## src/rtl/sec_countdown_timer.sv

```systemverilog
// Prescaled one-second tick generator with a loadable seconds countdown.
// The countdown runs in RUN, freezes in PAUSE, and pulses done once on expiry.
module sec_countdown_timer #(
  parameter int unsigned TICKS_PER_SEC = 50000000,
  parameter int unsigned PRESCALE_W    = 26,
  parameter int unsigned SEC_W         = 8
) (
  input  logic             clk,
  input  logic             divider_reset_n,
  input  logic             sync_clr,
  input  logic             enable,
  input  logic             load,
  input  logic [SEC_W-1:0] load_value,
  input  logic             pause,
  output logic             sec_tick,
  output logic             busy,
  output logic [SEC_W-1:0] remaining,
  output logic             done
);

  if (TICKS_PER_SEC < 1 ||
      ((64'(TICKS_PER_SEC) - 64'd1) >> PRESCALE_W) != 64'd0) begin : g_bad_param
    $error("sec_countdown_timer: PRESCALE_W too small for TICKS_PER_SEC-1");
  end

  localparam logic [1:0] ST_IDLE  = 2'd0;
  localparam logic [1:0] ST_RUN   = 2'd1;
  localparam logic [1:0] ST_PAUSE = 2'd2;

  localparam logic [PRESCALE_W-1:0] LAST = PRESCALE_W'(TICKS_PER_SEC - 1);

  logic [PRESCALE_W-1:0] prescale;
  logic [1:0]            state;
  logic                  run;
  logic                  terminal;

  always_comb begin
    run      = enable & ~pause;
    terminal = run && (prescale == LAST);
    busy     = (state == ST_RUN) || (state == ST_PAUSE);
  end

  always_ff @(posedge clk or negedge divider_reset_n) begin
    if (!divider_reset_n) begin
      prescale  <= '0;
      state     <= ST_IDLE;
      sec_tick  <= 1'b0;
      done      <= 1'b0;
      remaining <= '0;
    end else if (sync_clr) begin
      prescale  <= '0;
      state     <= ST_IDLE;
      sec_tick  <= 1'b0;
      done      <= 1'b0;
      remaining <= '0;
    end else if (load) begin
      // Restart gives a full first second; a zero length expires immediately.
      prescale  <= '0;
      sec_tick  <= 1'b0;
      remaining <= load_value;
      if (load_value == '0) begin
        done  <= 1'b1;
        state <= ST_IDLE;
      end else begin
        done  <= 1'b0;
        state <= ST_RUN;
      end
    end else begin
      done     <= 1'b0;
      sec_tick <= terminal;
      if (run) begin
        prescale <= terminal ? '0 : prescale + PRESCALE_W'(1);
      end
      case (state)
        ST_IDLE: state <= ST_IDLE;
        ST_RUN, ST_PAUSE: begin
          // A terminal can only occur with pause low, so a tick landing on the
          // resume edge still consumes its second.
          if (terminal) begin
            if (remaining == SEC_W'(1)) begin
              remaining <= '0;
              done      <= 1'b1;
              state     <= ST_IDLE;
            end else begin
              remaining <= remaining - SEC_W'(1);
              state     <= ST_RUN;
            end
          end else begin
            state <= pause ? ST_PAUSE : ST_RUN;
          end
        end
        default: state <= ST_IDLE;
      endcase
    end
  end

endmodule
```

## config.mk

```make
export PLATFORM = sky130hd
export DESIGN_NAME = sec_countdown_timer
export DESIGN_NICKNAME = d
export VERILOG_FILES = /design/src/rtl/sec_countdown_timer.sv
export SDC_FILE = /design/constraint.sdc
export NUM_CORES = 1
export LEC_CHECK = 0
export CORE_ASPECT_RATIO = 0.6
export CORE_UTILIZATION = 50
export DETAILED_ROUTE_END_ITERATION = 8
export PLACE_DENSITY = 0.75
export RECOVER_POWER = 50
export SYNTH_ARGS = -nofsm -noshare
export SYNTH_HDL_FRONTEND = slang
export SYNTH_SLANG_ARGS = --single-unit
```

## constraint.sdc

```tcl
create_clock -name clk -period 2.25 [get_ports clk]
set_input_delay 0.45 -clock clk [delete_from_list [all_inputs] [get_ports clk]]
set_output_delay 0.45 -clock clk [all_outputs]
set_load 0.02 [all_outputs]
```

### Word-level counts from Yosys, hierarchy flattened

Index checks and enable logic that the tools add are counted.

| storage, ports and cells | value |
|---|---|
| bits in registers | 38 |
| word-level logic and storage cells | 45 |
| output and inout bits | 11 |
| input port bits | 14 |

| operators by class | value |
|---|---|
| mux-type cells | 24 |
| $add $sub $neg | 2 |
| bitwise gates (word level) | 2 |
| reductions and logical operators | 8 |
| equal/unequal tests | 4 |

Operators with widths:

| kind | number |
|---|---|
| $mux 26 | 4 |
| $mux 8 | 5 |
| $add 26x1->26 const B | 1 |
| $eq 26x26->1 const B | 1 |
| $mux 1 | 10 |
| $mux 2 | 5 |
| $reduce_bool 3->1 | 3 |
| $eq 8x1->1 const B | 1 |
| $logic_not 8->1 | 1 |
| $sub 8x1->8 const B | 1 |
| $eq 2x1->1 const B | 1 |
| $eq 2x2->1 const B | 1 |
| $reduce_and 2->1 | 1 |
| $reduce_or 2->1 | 1 |
| $and 1x1->1 | 1 |
| $logic_and 1x1->1 | 1 |
| $logic_or 1x1->1 | 1 |
| $not 1->1 | 1 |

### Logic depth before layout (Yosys ltp)

Gate-level depths: netlist (run 1).

| logic depth | value |
|---|---|
| depth after elaboration | 7 |
| depth in mapped cells | 7 |
| gate-level depth less buffers | 7 |

### Least setup slack after synthesis (run 1)

No wires, ideal clock.

| timing | value |
|---|---|
| path kind | register to register |
| from | register prescale[8] |
| to | register prescale[25] |
| data arrival time | 2.037 ns |
| library setup time | 0.082 ns |
| cell stages (with the launch flop) | 6 |
| period minus slack after synthesis | 2.119 ns |
| slack | 0.131 ns |
| cell sequence | dfrtp_1 nand4_2 or4_4 or4_4 or3_1 a31oi_1 |

| between the ends | value |
|---|---|
| cells in the longest elaborated chain, start to end | 6 |

Ends and longest elaborated chain:

| what | line | RTL |
|---|---|---|
| start: declaration | 32 | `logic [PRESCALE_W-1:0] prescale;` |
| start signal: assignment | 72 | `prescale <= terminal ? '0 : prescale + PRESCALE_W'(1);` |
| branches (longest 2 deep; another with $add 26x1->26) | -- |  |
| $mux 26 * | 72 |  |
| $mux 26 * | 71 | `if (run) begin` |
| $mux 26 * | 56 | `end else if (load) begin` |
| $mux 26 * | 50 | `end else if (sync_clr) begin` |

Mark *: on every way between the ends. The select of a mux whose other input is x is not followed.
A chain may end at the register's enable or synchronous reset.

### Worst setup path in the final report (run 1)

Same ends and word-level chain as after synthesis.

==> results of run 1 <==
[power breakdown]
group          switching (mW)  internal (mW)
Sequential             0.0140          0.694
Combinational           0.109         0.0901
Clock                   0.240          0.247
Total                   0.363           1.03
[state kept, by name, indices dropped and copies added (netlist names)]
| signal | cells |
|---|---|
| prescale | 26 |
| remaining | 8 |
| state | 2 |
| done | 1 |
| sec_tick | 1 |
[cells in the mapped netlist, types with 3 or more instances]
master / instances / area [µm²]
and4_1: 5 / 43.8
o21ai_0: 3 / 15.0
ha_1: 3 / 37.5
mux2i_1: 4 / 40.0
nand2_1: 23 / 86.3
nor3_1: 13 / 65.1
nor4_1: 16 / 100
clkbuf_1: 8 / 30.0
nand3_1: 12 / 60.1
a31oi_1: 4 / 25.0
inv_1: 9 / 33.8
nor2b_1: 3 / 18.8
or2_2: 3 / 18.8
xnor2_1: 19 / 166
nand4_1: 7 / 43.8
a21oi_1: 4 / 20.0
dfrtp_1: 38 / 951
nor2_1: 37 / 139
xor2_1: 5 / 43.8
nand2b_1: 3 / 18.8
[repair_timing]
action,in CTS,in global routing
setup endpoints to repair,0,4
setup buffers,0,3
gates resized for setup,0,7
[critical path, delay by kind of cell (launching register included)]
family	cells	cell delay, ps
AO/OA/AOI/OAI	1	150
AND/OR/NAND/NOR	4	1520
flip-flops	1	420
[metal layers]
| metal | track usage [%] | up-vias | wire length [µm] |
|---|---|---|---|
| met2 | 39.5 | 87 | 2580 |
| met3 | 7.33 | 4 | 578 |
| met5 | 0 | - | 0 |
| met4 | 7.38 | 0 | 40 |
| li1 | - | 985 | - |
| met1 | 46.3 | 1008 | 2970 |
[final cells by class]
class	count	area, µm²	area share (%)
clock inverters	1	5.00	0.177
multi-input cells	190	1200	42.3
repair buffers	56	478	16.9
flip-flops and latches	38	955	33.7
clock buffers	7	86.3	3.05
well taps	60	75.1	2.65
inverters	9	33.8	1.19
[kinds of logic after synthesis]
group | count (synthesis) | share of synthesized area (%)
AND/OR/NAND/NOR | 135 | 33.1
flip-flops | 38 | 43.4
XOR/XNOR | 24 | 9.60
AO/OA/AOI/OAI | 23 | 6.91
buffers and inverters | 17 | 2.91
multiplexers | 5 | 2.34
adder cells (fa/ha/maj) | 3 | 1.71
[metrics by stage]
| stage | instance area (µm²) | cells | power [mW] |
|---|---|---|---|
| after CTS | 2790 | 358 | 1.40 |
| after global routing | 2830 | 361 | 1.47 |
| final | 2830 | 361 | 1.39 |
| after floorplan | 2190 | 245 | 0.804 |
| after detailed placement | 2700 | 350 | 0.917 |
| after global placement | 2700 | 350 | 0.916 |
[worst min path at each step]
stage	startpoint	end	slack, ps
final	divider_reset_n	state[1]	380
after global placement	divider_reset_n	state[1]	530
after floorplan	divider_reset_n	done	150
after global routing	divider_reset_n	state[1]	470
after detailed placement	divider_reset_n	state[1]	530
after CTS	divider_reset_n	state[1]	220
[cell usage in the layout (no fill, tap or decap), drive strengths merged, types with 2 or more instances in the layout]
cell type	Yosys	layout
a211oi	2	2
a21oi	4	4
a31oi	4	4
and4	5	5
buf	0	30
clkbuf	8	10
clkdlybuf4s50	0	20
dfrtp	38	38
dlygate4sd3	0	3
ha	3	3
inv	9	9
mux2i	4	4
nand2	23	23
nand2b	3	3
nand3	12	12
nand3b	2	2
nand4	8	8
nor2	37	37
nor2b	3	3
nor3	13	13
nor4	17	17
nor4bb	2	2
o211ai	2	2
o21ai	4	4
or2	3	3
or4	2	2
xnor2	19	19
xor2	5	5
==> results.ini, run 1 <==
[status]
outcome = finished, final reports clean

[clock_network]
cts_buffer_depth = 2
numClockSinks = 38
h-tree-depth = 2
path_clk_slew_ps = 80
cts_buffers = 5
clk-insertion-delay-late_ps = 290
cts_hold_buf = 0
clockRootBuffer = clkbuf_8
cts_tree = built

[timing]
setup_tns_ps = 0
finalWorstSetupSlack_ps = 87.9
clock-skew-final_ps = 7.55
tightest_slew_ps = 938
max-slew-margin-rel_pct = 37.5
holdWs_ps = 377
max_freq_mhz = 463
hold_viol_final = 0
finalCriticalPeriod_ps = 2160
drv_slew = 0
min_period_over_period_pct = 96.1
setup_violations = 0

[drt]
dr.pass1.iters = 4
drt_wl_total_um = 6160
routedWlPerCell_um = 17.1
ant_nets = 0
vias = 2084
drc = 0
drtIter0Drc = 198
viasPerCell = 5.77

[power_and_ir_drop]
p_leak_nw = 1.12
peakVddDrop_uv = 417
cellPowerDensity_nw_per_um2 = 492

[logic_synthesis]
synth_fp_nets = 262
synthCells = 245
yosysWarnings = 0
ys_types = 41
syn_area_um2 = 2190
async_flop_share_pct = 100
synth.avg_cell_area_um2 = 8.94
synth_seq_cells = 38
ys.flop_type = dfrtp_1
yosysSeqAreaShare_pct = 43.4
synth_enable_flop_cells = 0

[setup_path]
r2r-start = prescale[8]
r2r-end = prescale[25]
path_cells = nand4_2 > or4_4 > or4_4 > or3_1 > a31oi_1
cp_data_required_time_ps = 2460
crit_fanout = 4
cp-start-kind = register
r2r_cells = 5
rrSetupSlack_ps = 90
path_class = register to register
crit_top_cell = or4_4
cp-endpoint = prescale[25]
worstPathArrival_ps = 2370
crit_start = prescale[8]
crit_path_max_incr_delay_ps = 540
crit_slowest_cell = or4_4
cp-end-kind = register

[cells_and_area]
utilization_pct = 68.3
drive_gt1_share_pct = 17.9
nNetsFinal = 317
fillerInstances = 342
area_growth_pct = 29.3
antennaDiodeCount = 0

[global_route]
track_usage_pct = 29.5
antenna_found_initial = 0
grt_pass1_vias = 1900
grt_pass1_wl_um = 9920
grt_max_degree = 39
grt_overflow_total = 0

[worst_hold_path]
hp-class = input port to asynchronous set/reset pin

[floorplan]
dieArea_um2 = 4660
start_util_pct = 52.8
die_h_um = 53.3
num_rows = 18
ios = 25
die_w_um = 87.4
coreArea_um2 = 4140

[placement]
place.gp.congestion = 0.934
io_buffers = 24
dpl.hpwl_um = 4550
place_ws_ps = -103

[job]
drv_cap = 0

(Power assumes the default switching activity.)
==> run 2, diff against run 1 <==
CTS_CLUSTER_SIZE = 16   (was not set)
==> results of run 2 <==
The final DEF is identical to that of run 1; final timing and power are the same.
==> run 3, diff against run 2 <==
ABC_AREA = 1   (was not set)
CORE_UTILIZATION = 60   (was 50)
PLACE_DENSITY = 0.84   (was 0.75)
clock period = 2.55 ns   (was 2.25 ns; I/O delays follow)
==> run 3 against run 2 <==
Compared with the run above:
- the run now ends with design-rule violations, max-capacitance violations, max-slew violations left
- combinational power rose by 43%
- sequential power fell by 7.6%
- clock power fell by 10%
- via count rose by 16%
- sequential share of layout area rose by 0.44 points
- register-to-register slack improved by 470 ps
- cell count rose by 17%
- first-iteration DRC count rose by 56%
- count of clock-buffer cells in the layout did not move
- area after synthesis rose by 10%
- clock skew fell by 2.9 ps
==> results.ini, run 3 <==
[status]
outcome = finished with violations  ; was finished, final reports clean
failed_checks = design-rule violations, max-capacitance violations, max-slew violations

[clock_network]
h-tree-depth = 2  ; unchanged
cts_buffer_depth = 2  ; unchanged
clk-insertion-delay-late_ps = 300  ; was 290 ps
cts_tree = built  ; unchanged
clockRootBuffer = clkbuf_8  ; unchanged
cts_buffers = 5  ; unchanged
cts_hold_buf = 0  ; unchanged
path_clk_slew_ps = 80  ; about the same
numClockSinks = 38  ; unchanged
post_cts_resized = 0  ; unchanged
cts_setup_buffers = 0  ; unchanged

[drt]
drc = 2  ; was 0
routedWlPerCell_um = 14.7  ; was 17.1 µm
ant_nets = 0  ; unchanged
drt_wl_total_um = 6220  ; was 6160 µm
vias = 2419  ; was 2084
viasPerCell = 5.71  ; was 5.77
dr.pass1.iters = 7  ; was 4
drtIter0Drc = 308  ; was 198

[cells_and_area]
antennaDiodeCount = 0  ; unchanged
final_common_cell = nand2_1  ; was nor2_1
fillerInstances = 307  ; was 342
final_cell_mix = 101 x nand2_1, 51 x nor2_1, 49 x inv_1, 38 x dfrtp_1, 21 x nand3_1  ; was 37 x nor2_1, 35 x dfrtp_1, 28 x buf_4, 23 x nand2_1, 20 x clkdlybuf4s50_1
reg_top3 = prescale x26, remaining x8, state x2  ; unchanged
largest-register = prescale  ; unchanged
final-seq-area_um2 = 951  ; was 955 µm²
utilization_pct = 73.9  ; was 68.3%
largest_register_ffs = 26  ; unchanged
stdcell_count = 424  ; was 361
drive_gt1_share_pct = 7.69  ; was 17.9%
multi_input_area_um2 = 1250  ; was 1200 µm²
area_growth_pct = 15.2  ; was 29.3%
nNetsFinal = 393  ; was 317
fin_area_um2 = 2780  ; was 2830 µm²

[logic_synthesis]
synth_seq_cells = 38  ; unchanged
synth_enable_flop_cells = 0  ; unchanged
synth_common_cells = 101 x nand2_1, 50 x nor2_1, 48 x inv_1  ; was 38 x dfrtp_1, 37 x nor2_1, 23 x nand2_1
syn_area_um2 = 2420  ; was 2190 µm²
synthTopCellsByArea = dfrtp_1 39%, nand2_1 16%, nor2_1 7.8%, inv_1 7.5%, nand3_1 4.4%  ; was dfrtp_1 43%, xnor2_1 7.6%, nor2_1 6.3%, nor4_1 4.6%, nand2_1 3.9%
yosysSeqAreaShare_pct = 39.4  ; was 43.4%
yosysTopAreaCell = dfrtp_1  ; unchanged
ys_types = 34  ; was 41
yosysMostFrequentCell = nand2_1  ; was dfrtp_1
async_flop_share_pct = 100  ; unchanged
synth_fp_nets = 363  ; was 262
synth.avg_cell_area_um2 = 6.98  ; was 8.94 µm²
ys.flop_type = dfrtp_1  ; unchanged
yosysWarnings = 0  ; unchanged
yosysTopAreaCellShare_pct = 39.4  ; was 43.4%
synthCells = 346  ; was 245

[placement]
io_buffers = 24  ; unchanged
dp_cells = 416  ; was 350
dpl.hpwl_um = 4690  ; was 4550 µm
dpl-instance-area_um2 = 2700  ; about the same
place.gp.congestion = 0.928  ; was 0.934

[timing]
max-slew-margin-rel_pct = -33.8  ; was 37.5%
hold_viol_final = 0  ; unchanged
tightest_slew_ps = 2010  ; was 938 ps
drv_slew = 39  ; was 0
setup_violations = 0  ; unchanged
holdWs_ps = 534  ; was 377 ps
rsz0062_at_grt = no
max_freq_mhz = 427
min_period_over_period_pct = 91.8
finalCriticalPeriod_ps = 2340
setup_tns_ps = 0  ; unchanged
clock-skew-final_ps = 4.67  ; was 7.55 ps

[global_route]
antenna_found_initial = 0  ; unchanged
grt_max_degree = 39  ; unchanged
track_usage_pct = 31.5  ; was 29.5%
grt_pass1_wl_um = 10100  ; was 9920 µm
grt_overflow_total = 0  ; unchanged
grt_pass1_vias = 2096  ; was 1900

[floorplan]
ios = 25  ; unchanged
die_w_um = 83.9  ; was 87.4 µm
start_util_pct = 64.2  ; was 52.8%
coreArea_um2 = 3760  ; was 4140 µm²
num_rows = 17  ; was 18
dieArea_um2 = 4290  ; was 4660 µm²
die_h_um = 51.2  ; was 53.3 µm

[setup_path]
cp-start-kind = input port  ; was register
crit_fanout = 8  ; was 4
path_class = input port to register  ; was register to register
cp-end-kind = register  ; unchanged
cp_data_required_time_ps = 2730  ; was 2460 ps
worstPathArrival_ps = 2520  ; was 2370 ps

[job]
drv_cap = 1  ; was 0

[power_and_ir_drop]
p_leak_nw = 1.31  ; was 1.12 nW
cellPowerDensity_nw_per_um2 = 493  ; was 492 nW/µm²
peakVddDrop_uv = 425  ; was 417 µV

[worst_hold_path]
hp-class = register to register  ; was input port to asynchronous set/reset pin

run 3: changes by cell type after synthesis, moves of 6 or more:
cell      change
a21oi_1       +6
nor2_1       +13
clkbuf_1      -8
o21ai_0       +9
nor3_1        -6
xnor2_1      -16
nand3_1       +9
inv_1        +39
nand2_1      +78
nor4_1       -15
run 3: area by class of cell:
class,count,share of cell area (%)
clock inverter,1,0.180
tap,47,2.11
multi-input combinational,255,44.9
timing repair buffer,25,8.67
clock buffer,7,3.10
sequential,38,34.2
inverter,51,6.88
run 3: cells by family (layout without fill, tap and decap cells):
family                     after synthesis  count (layout)  synth area share [%]
and+or+nand+nor                        211             211                  39.5
buffers and inverters                   53              84                  8.60
DFF                                     38              38                  39.4
AOI/OAI and AO/OA                       34              34                  8.44
xor gates and xnor gates                 7               7                  2.54
adders and majority gates                3               3                  1.55
run 3: per-layer routing:
layer	up-vias	global-route usage (%)	part of all wire, %
met5	-	0	0
met4	0	8.91	0.88
met3	7	7.43	11
met2	118	41.4	38
met1	1139	49.9	50
li1	1155	-	-
run 3: where the power goes:
group | switching, mW | internal, mW | leakage [nW]
Clock | 0.218 | 0.218 | 0.0482
Sequential | 0.0312 | 0.622 | 0.522
Combinational | 0.172 | 0.112 | 0.737
run 3: path summary, 6_finish.rpt:
check	endpoint	startpoint	cells past startpoint	slack, ps
worst min register to register	prescale[0]	prescale[0]	1	530
min in group asynchronous	prescale[25]	divider_reset_n	1	780
worst max-delay path	prescale[22]	load	11	210
max in group asynchronous	prescale[8]	divider_reset_n	1	630
worst min-delay path	prescale[0]	prescale[0]	1	530
worst max register to register	prescale[11]	prescale[0]	8	560
run 3: critical path, stage by stage:
cell           delay (ps)
dlygate4sd3_1         660
nor2_1                550
nand2_4               170
inv_2                 160
nor2_4                 60
nand2_2               140
nor2_2                 70
nand2_1                60
nand2_1                50
nand2_1                60
nor2_1                 40
run 3: stage by stage:
stage,setup slack (ps),total power [mW]
after detailed placement,163,0.944
final,210,1.37
after global routing,93.4,1.43
after CTS,302,1.37
after floorplan,1030,0.826
after global placement,243,0.939
